==> config.mk <==
export PLATFORM = sky130hd
export DESIGN_NAME = fir_mac_seq
export DESIGN_NICKNAME = d
export VERILOG_FILES = /design/src/rtl/fir_mac_seq.sv
export SDC_FILE = /design/constraint.sdc
export NUM_CORES = 1
export LEC_CHECK = 0
export CAP_MARGIN = 20
export CORE_UTILIZATION = 45
export CTS_CLUSTER_SIZE = 20
export DETAILED_ROUTE_END_ITERATION = 8
export GPL_ROUTABILITY_DRIVEN = 0
export GPL_TIMING_DRIVEN = 1
export PLACE_DENSITY = 0.68
export SYNTH_ARGS = -nofsm -noshare
export SYNTH_HDL_FRONTEND = slang
export SYNTH_SLANG_ARGS = --single-unit
==> constraint.sdc <==
create_clock -name CLK -period 28.2 [get_ports CLK]
set_clock_uncertainty 0.2 [all_clocks]
set_input_delay 5.64 -clock CLK [delete_from_list [all_inputs] [get_ports CLK]]
set_output_delay 5.64 -clock CLK [all_outputs]
set_load 0.005 [all_outputs]
==> src/rtl/fir_mac_seq.sv <==
// Time-multiplexed FIR tap engine: one sample in, TAPS serial multiply-accumulates
// through a single multiplier, then one saturated Q1.(N-1) output sample.
module fir_mac_seq #(
  parameter int unsigned N     = 16,
  parameter int unsigned TAPS  = 4,
  parameter int unsigned AW    = 2,
  parameter int unsigned ACC_W = 34
) (
  input  logic          CLK,
  input  logic          rst,
  input  logic [N-1:0]  din,
  input  logic          in_valid,
  output logic          in_ready,
  input  logic          coef_we,
  input  logic [AW-1:0] coef_addr,
  input  logic [N-1:0]  coef_data,
  output logic          coef_drop,
  output logic [N-1:0]  dout,
  output logic          out_valid,
  input  logic          out_ready,
  output logic          sat
);

  localparam logic signed [ACC_W-1:0] P_MAX = $signed({{(ACC_W-N+1){1'b0}}, {(N-1){1'b1}}});
  localparam logic signed [ACC_W-1:0] P_MIN = $signed({{(ACC_W-N+1){1'b1}}, {(N-1){1'b0}}});

  typedef enum logic [1:0] {IDLE, MAC, OUT} state_t;

  state_t                  r_state;
  logic signed [N-1:0]     r_x [TAPS];
  logic signed [N-1:0]     r_c [TAPS];
  logic signed [ACC_W-1:0] r_acc;
  logic [AW-1:0]           r_idx;

  logic signed [2*N-1:0]   w_prod;
  logic signed [ACC_W-1:0] w_acc_nxt;
  logic signed [ACC_W-1:0] w_shr;
  logic                    w_pos_ovf;
  logic                    w_neg_ovf;
  logic                    w_coef_hit;
  logic                    w_last;

  assign in_ready = (r_state == IDLE);

  // Single shared multiplier; product is sign-extended into the accumulator.
  assign w_prod     = (2*N)'(r_x[r_idx]) * (2*N)'(r_c[r_idx]);
  assign w_acc_nxt  = r_acc + {{(ACC_W-2*N){w_prod[2*N-1]}}, w_prod};
  assign w_shr      = w_acc_nxt >>> (N-1);
  assign w_pos_ovf  = (w_shr > P_MAX);
  assign w_neg_ovf  = (w_shr < P_MIN);
  assign w_coef_hit = coef_we && ({1'b0, coef_addr} < (AW+1)'(TAPS));
  assign w_last     = (r_idx == AW'(TAPS-1));

  always_ff @(posedge CLK) begin
    if (rst) begin
      r_state   <= IDLE;
      r_acc     <= '0;
      r_idx     <= '0;
      out_valid <= 1'b0;
      dout      <= '0;
      sat       <= 1'b0;
      coef_drop <= 1'b0;
      for (int k = 0; k < TAPS; k++) begin
        r_x[k] <= '0;
        r_c[k] <= '0;
      end
    end else begin
      coef_drop <= coef_we && (r_state != IDLE);
      case (r_state)
        IDLE: begin
          if (w_coef_hit) r_c[coef_addr] <= coef_data;
          if (in_valid) begin
            r_x[0] <= din;
            for (int k = 1; k < TAPS; k++) r_x[k] <= r_x[k-1];
            r_acc   <= '0;
            r_idx   <= '0;
            r_state <= MAC;
          end
        end
        MAC: begin
          r_acc <= w_acc_nxt;
          r_idx <= r_idx + AW'(1);
          // Result is saturated and registered on the same edge as the last product.
          if (w_last) begin
            r_state   <= OUT;
            out_valid <= 1'b1;
            if (w_pos_ovf) begin
              dout <= {1'b0, {(N-1){1'b1}}};
              sat  <= 1'b1;
            end else if (w_neg_ovf) begin
              dout <= {1'b1, {(N-1){1'b0}}};
              sat  <= 1'b1;
            end else begin
              dout <= w_shr[N-1:0];
              sat  <= 1'b0;
            end
          end
        end
        OUT: begin
          if (out_ready) begin
            out_valid <= 1'b0;
            r_state   <= IDLE;
          end
        end
        default: r_state <= IDLE;
      endcase
    end
  end

endmodule

# [After elaboration in Yosys (flattened, before gate mapping)]
# Memory sizes are Yosys's and may differ from the RTL's. A register that Yosys moved wholly into a read port is not among the register bits.
# Cells that the tools add are included.
[word_totals] in_bits=39 memories=2 regBits=57 out_inout_bits=20 ram_bits=128 wordCells=70
[mem_list] memory="r_c" depth=4 width=16 rd=1 rd_ports_with_merged_regs=1 wr=4 line_no="31" source="logic signed [N-1:0] r_c [TAPS];"
[mem_list] memory="r_x" depth=4 width=16 rd=4 rd_ports_with_merged_regs=1 wr=4 line_no="30" source="logic signed [N-1:0] r_x [TAPS];"
[classes] n_eq_ne=6 n_mul=1 addsub=2 order_cmp=2 mux=36 bitwise_logic=4 n_reduce_logical=10
[ops] cell="2-to-1 mux 16 bit" n=7
[ops] cell="one-hot mux 34 bit (2 select lines)" n=1
[ops] cell="adder 34 bit" n=1
[ops] cell="2-to-1 mux 34 bit" n=1
[ops] cell="multiplier 16 x 16 -> 32 bit" n=1
[ops] cell="greater-than comparator 19 x 16 -> 1 bit (second input constant)" n=1
[ops] cell="< comparator 19 x 16 -> 1 bit (second input constant)" n=1
[ops] cell="2-to-1 mux 2 bit" n=9
[ops] cell="OR reduction 16 bit" n=1
[ops] cell="2-to-1 mux 1 bit" n=15
[ops] cell="inequality test 2 bit (second input constant)" n=3
[ops] cell="one-hot mux 2 bit (3 select lines)" n=1
[ops] cell="AND reduction 3 bit" n=2
[ops] cell="nonzero test 2 bit" n=3
[ops] cell="== test 2 bit (second input constant)" n=2
[ops] cell="bitwise OR 1 bit" n=4
[ops] cell="one-hot mux 2 bit (2 select lines)" n=1
[ops] cell="AND reduction 2 bit" n=2
[ops] cell="adder 2 x 1 -> 2 bit (second input constant)" n=1
[ops] cell="== test 2 x 1 -> 1 bit (second input constant)" n=1
[ops] cell="zero test 2 bit" n=1
[ops] cell="one-hot mux 1 bit (2 select lines)" n=1
[ops] cell="logical AND 1 bit" n=1

# [Logic depth before layout (Yosys ltp)]
[logic_depth] ltp_word=6 ltp_mapped=43

# [Worst setup path after synthesis]
# OpenSTA, ideal clock, no wires.
[synth_timing] kind="reg2reg" start="reg (tool-made name)" end="reg dout[13]" stages_incl_launch_ff=40 t_arrival_ps=10193 slack_ps=17726 path_buffers=5 period_less_slack_ps=10474 setup_ps=81 path_cell_list="dfxtp_1 clkbuf_1 buf_1 clkbuf_1 mux2i_1 nand2_1 o21ai_1 clkbuf_1 nor2_1 fa_1 inv_1 fa_1 fa_1 fa_1 inv_1 fa_1 inv_1 fa_1 [4 not listed] nand3_1 a31oi_1 o41ai_1 o21ai_0 or2_2 a211o_1 and2_1 ha_1 a21o_1 a21oi_1 o21bai_1 a31o_2 a21o_1 a211oi_1 a311oi_4 buf_6 o21bai_2 a211oi_2"
[synth_lines] item="end signal, assigned" line_no="88" source="dout <= {1'b0, {(N-1){1'b1}}};"
[synth_lines] item="end signal, assigned" line_no="91" source="dout <= {1'b1, {(N-1){1'b0}}};"
[synth_lines] item="end signal, assigned" line_no="94" source="dout <= w_shr[N-1:0];"
[synth_lines] item="end, declared" line_no="18" source="output logic [N-1:0] dout,"

==> flow_metrics.env <==
export IMPL_crit_path_frequent_cell="fa_1"
export IMPL_cp_end_kind="flip-flop"
export IMPL_grt_pass1_wl_mm=73.6
export IMPL_grt_pass1_vias=14500
export IMPL_r2r_slack_ns=16.70
export IMPL_startpoint_type="flip-flop"
export IMPL_cts_inserted_buffers=17
export IMPL_h_tree_depth=4
export IMPL_initial_core_util_pct=46.1
export IMPL_grt_usage_pct=21.3
export IMPL_drtIter0Drc=854
export IMPL_core_area_mm2=0.0423
export IMPL_num_vias=13900
export IMPL_rows=75
export IMPL_synth_seq_cells=187
export IMPL_clk_pin_slew_ns=0.08
export IMPL_yosysUniqueCellTypes=75
export IMPL_critPathArrivalTime_ns=11.61
export IMPL_synthArstFlopShare_pct=0
export IMPL_syn_cell_area_mm2=0.0195
export IMPL_post_route_util_pct=50.3
export IMPL_rsz0062_at_grt="no"
export IMPL_period_needed_ns=11.50
export IMPL_n_antenna_cell=0
export IMPL_cap_violations=0
export IMPL_wirelength_mm=45.2
export IMPL_fmax_mhz=86.9
export IMPL_clock_path_buffers=2
export IMPL_tns_ns=0
export IMPL_dr_pass1_iters=5
export IMPL_cts_tree="built"
export IMPL_cts_resized=0
export IMPL_synthesis_nets=2407
export IMPL_worstPathRequired_ns=28.31
export IMPL_drive_gt1_share_pct=6.04
export IMPL_maxSlewViolCount=0
export IMPL_antenna_found_initial=0
export IMPL_post_route_period_util_pct=40.8
export IMPL_cts_sinks=187
export IMPL_finalSetupViolCount=0
export IMPL_drt_vias_per_instance=5.35
export IMPL_critical_path_max_stage_delay_ns=0.80
export IMPL_status="completed"
export IMPL_ctsHoldBuffers=0
export IMPL_clock_root_buffer="clkbuf_16"
export IMPL_min_path_type="reg2reg"
export IMPL_final_antenna_net_count=0
export IMPL_cp_slowest_cell="o21ai_1"
export IMPL_drc=0
export IMPL_area_growth_pct=9.03
export IMPL_synth_warnings=0
export IMPL_yosysSeqAreaShare_pct=25.7
export IMPL_hold_viol_final=0
export IMPL_netlist_instances=1987
export IMPL_post_cts_repair_setup_buffers=0
export IMPL_worst_pin_slew_ns=1.14
export IMPL_fp_dieH_um=210
export IMPL_worstSetupPathType="reg2reg"
export IMPL_dieArea_mm2=0.0442
export IMPL_layout_filler_cells=3848
export IMPL_wire_per_inst_um=17.4
export IMPL_syn_mean_instance_area_um2=9.82
export IMPL_die_w_um=210
export IMPL_grt_max_degree=67
export IMPL_critPathMaxFanout=31
export IMPL_synth_edf_count=128
export IMPL_clock_latency_ns=0.47
export IMPL_synthFlopType="edfxtp_1"
export IMPL_slew_headroom_pct=23.0
export IMPL_dp_hpwl_mm=34.4
export IMPL_port_buffers=58
export IMPL_gr_total_overflow=0
export IMPL_final_nets=2427
export IMPL_io_pins=59
==> metrics by stage <==
stage | std cells | area (um2) | setup slack (ns) | hold WS (ns)
floorplan | 1987 | 19500 | 17.73 | 0.236
global placement | 2564 | 20700 | 17.07 | 0.247
detailed placement | 2564 | 20700 | 16.77 | 0.251
CTS | 2596 | 21300 | 16.74 | 0.262
global route | 2597 | 21300 | 15.97 | 0.290
finish | 2597 | 21300 | 16.70 | 0.265
==> cells in the mapped netlist (all sizes together), types with 4 or more instances <==
cell    number  share of area, %
inv        323               6.2
fa         263                27
nor2       188               3.6
nand2      185               3.6
and2       158               5.1
edfxtp     128                20
ha         118               7.6
clkbuf      64               1.2
dfxtp       59               6.1
a21oi       51               1.3
o21ai       51               1.3
xnor2       44               2.0
o21a        31               1.2
a22oi       30               1.2
nand2b      27              0.87
a211oi      24               1.2
mux2i       23               1.2
a21o        22              0.85
mux2        19               1.1
nor2b       16              0.51
nor3        14              0.36
mux4        13               1.5
nand3       11              0.28
buf         10              0.27
xor2        10              0.45
and3         9              0.29
o21bai       9              0.37
or2          8              0.26
nor3b        6              0.23
a211o        5              0.22
o31ai        5              0.22
or3          5              0.16
and4         4              0.21
nand4        4              0.13
==> cells in the final DEF, fill, tap and decap left out, types with 5 or more instances in the layout <==
master	n
nor2_1	186
dfxtp_1	57
nand2_1	185
edfxtp_1	128
nand3_1	11
nor2b_1	15
mux4_2	13
nand2b_1	26
o21ai_1	18
a21oi_1	50
o21bai_1	7
xor2_1	10
mux2_2	19
xnor2_1	44
or3_1	5
inv_1	323
buf_4	17
nor3b_1	6
o21ai_0	33
ha_1	118
clkbuf_16	17
a211oi_2	11
a21o_1	22
fa_1	263
a22oi_1	29
clkdlybuf4s50_1	57
nor3_1	14
a211o_1	5
or2_2	5
a211oi_1	13
mux2i_1	23
and2_1	158
and3_1	9
o21a_1	30
==> layer usage <==
metal / routed length, um / track usage (%) / up-vias / share of wire (%)
li1: - / - / 6445 / -
met1: 18700 / 27.4 / 6971 / 41
met2: 22500 / 36.0 / 401 / 50
met3: 2710 / 3.55 / 74 / 6.0
met4: 1300 / 8.21 / 0 / 2.9
met5: 0 / 0 / - / 0
==> cell type report <==
type	count	area, um2	area share, %
multi-input cells	1403	13000	61.2
inverters	323	1210	5.70
clock inverters	15	174	0.817
well taps	577	722	3.39
repair buffers	75	703	3.30
flip-flops and latches	187	5030	23.6
clock buffers	17	425	2.00
==> kinds of logic (layout without fill, tap and decap cells) <==
| group | count (synthesis) | count (layout) | synth area share [%] |
|---|---|---|---|
| buffers and inverters | 397 | 430 | 7.71 |
| xor gates and xnor gates | 54 | 54 | 2.42 |
| AOI/OAI and AO/OA | 265 | 265 | 9.74 |
| DFF | 187 | 187 | 25.7 |
| adders and majority gates | 381 | 381 | 34.5 |
| and+or+nand+nor | 648 | 648 | 16.1 |
| muxes | 55 | 55 | 3.78 |
==> worst max-delay path: cells and delay by family (launching register included) <==
family	cells	cell delay (ns)
simple gates	5	1.13
buf+inv	5	0.74
mux	1	0.41
flops	1	0.74
compound gates	14	4.47
fa+ha+maj	8	3.67
==> path summary, 6_finish.rpt <==
check,start,to,depth (start not counted)
max,flip-flop,dout[13],33
min reg2reg,r_acc[18],r_acc[18],2
min,r_acc[18],r_acc[18],2
max reg2reg,flip-flop,dout[13],33
==> state kept, by name, summed over array words and instances (netlist names), named ones only <==
name and flops:
sat 1, r_state 2, coef_drop 1, r_acc 34
out_valid 1, r_idx 2, r_c 64, dout 16
r_x 64
Power is left out: the tool's default activity adds up to more than one toggle a clock period on the data nets, which glitch-free logic cannot reach.
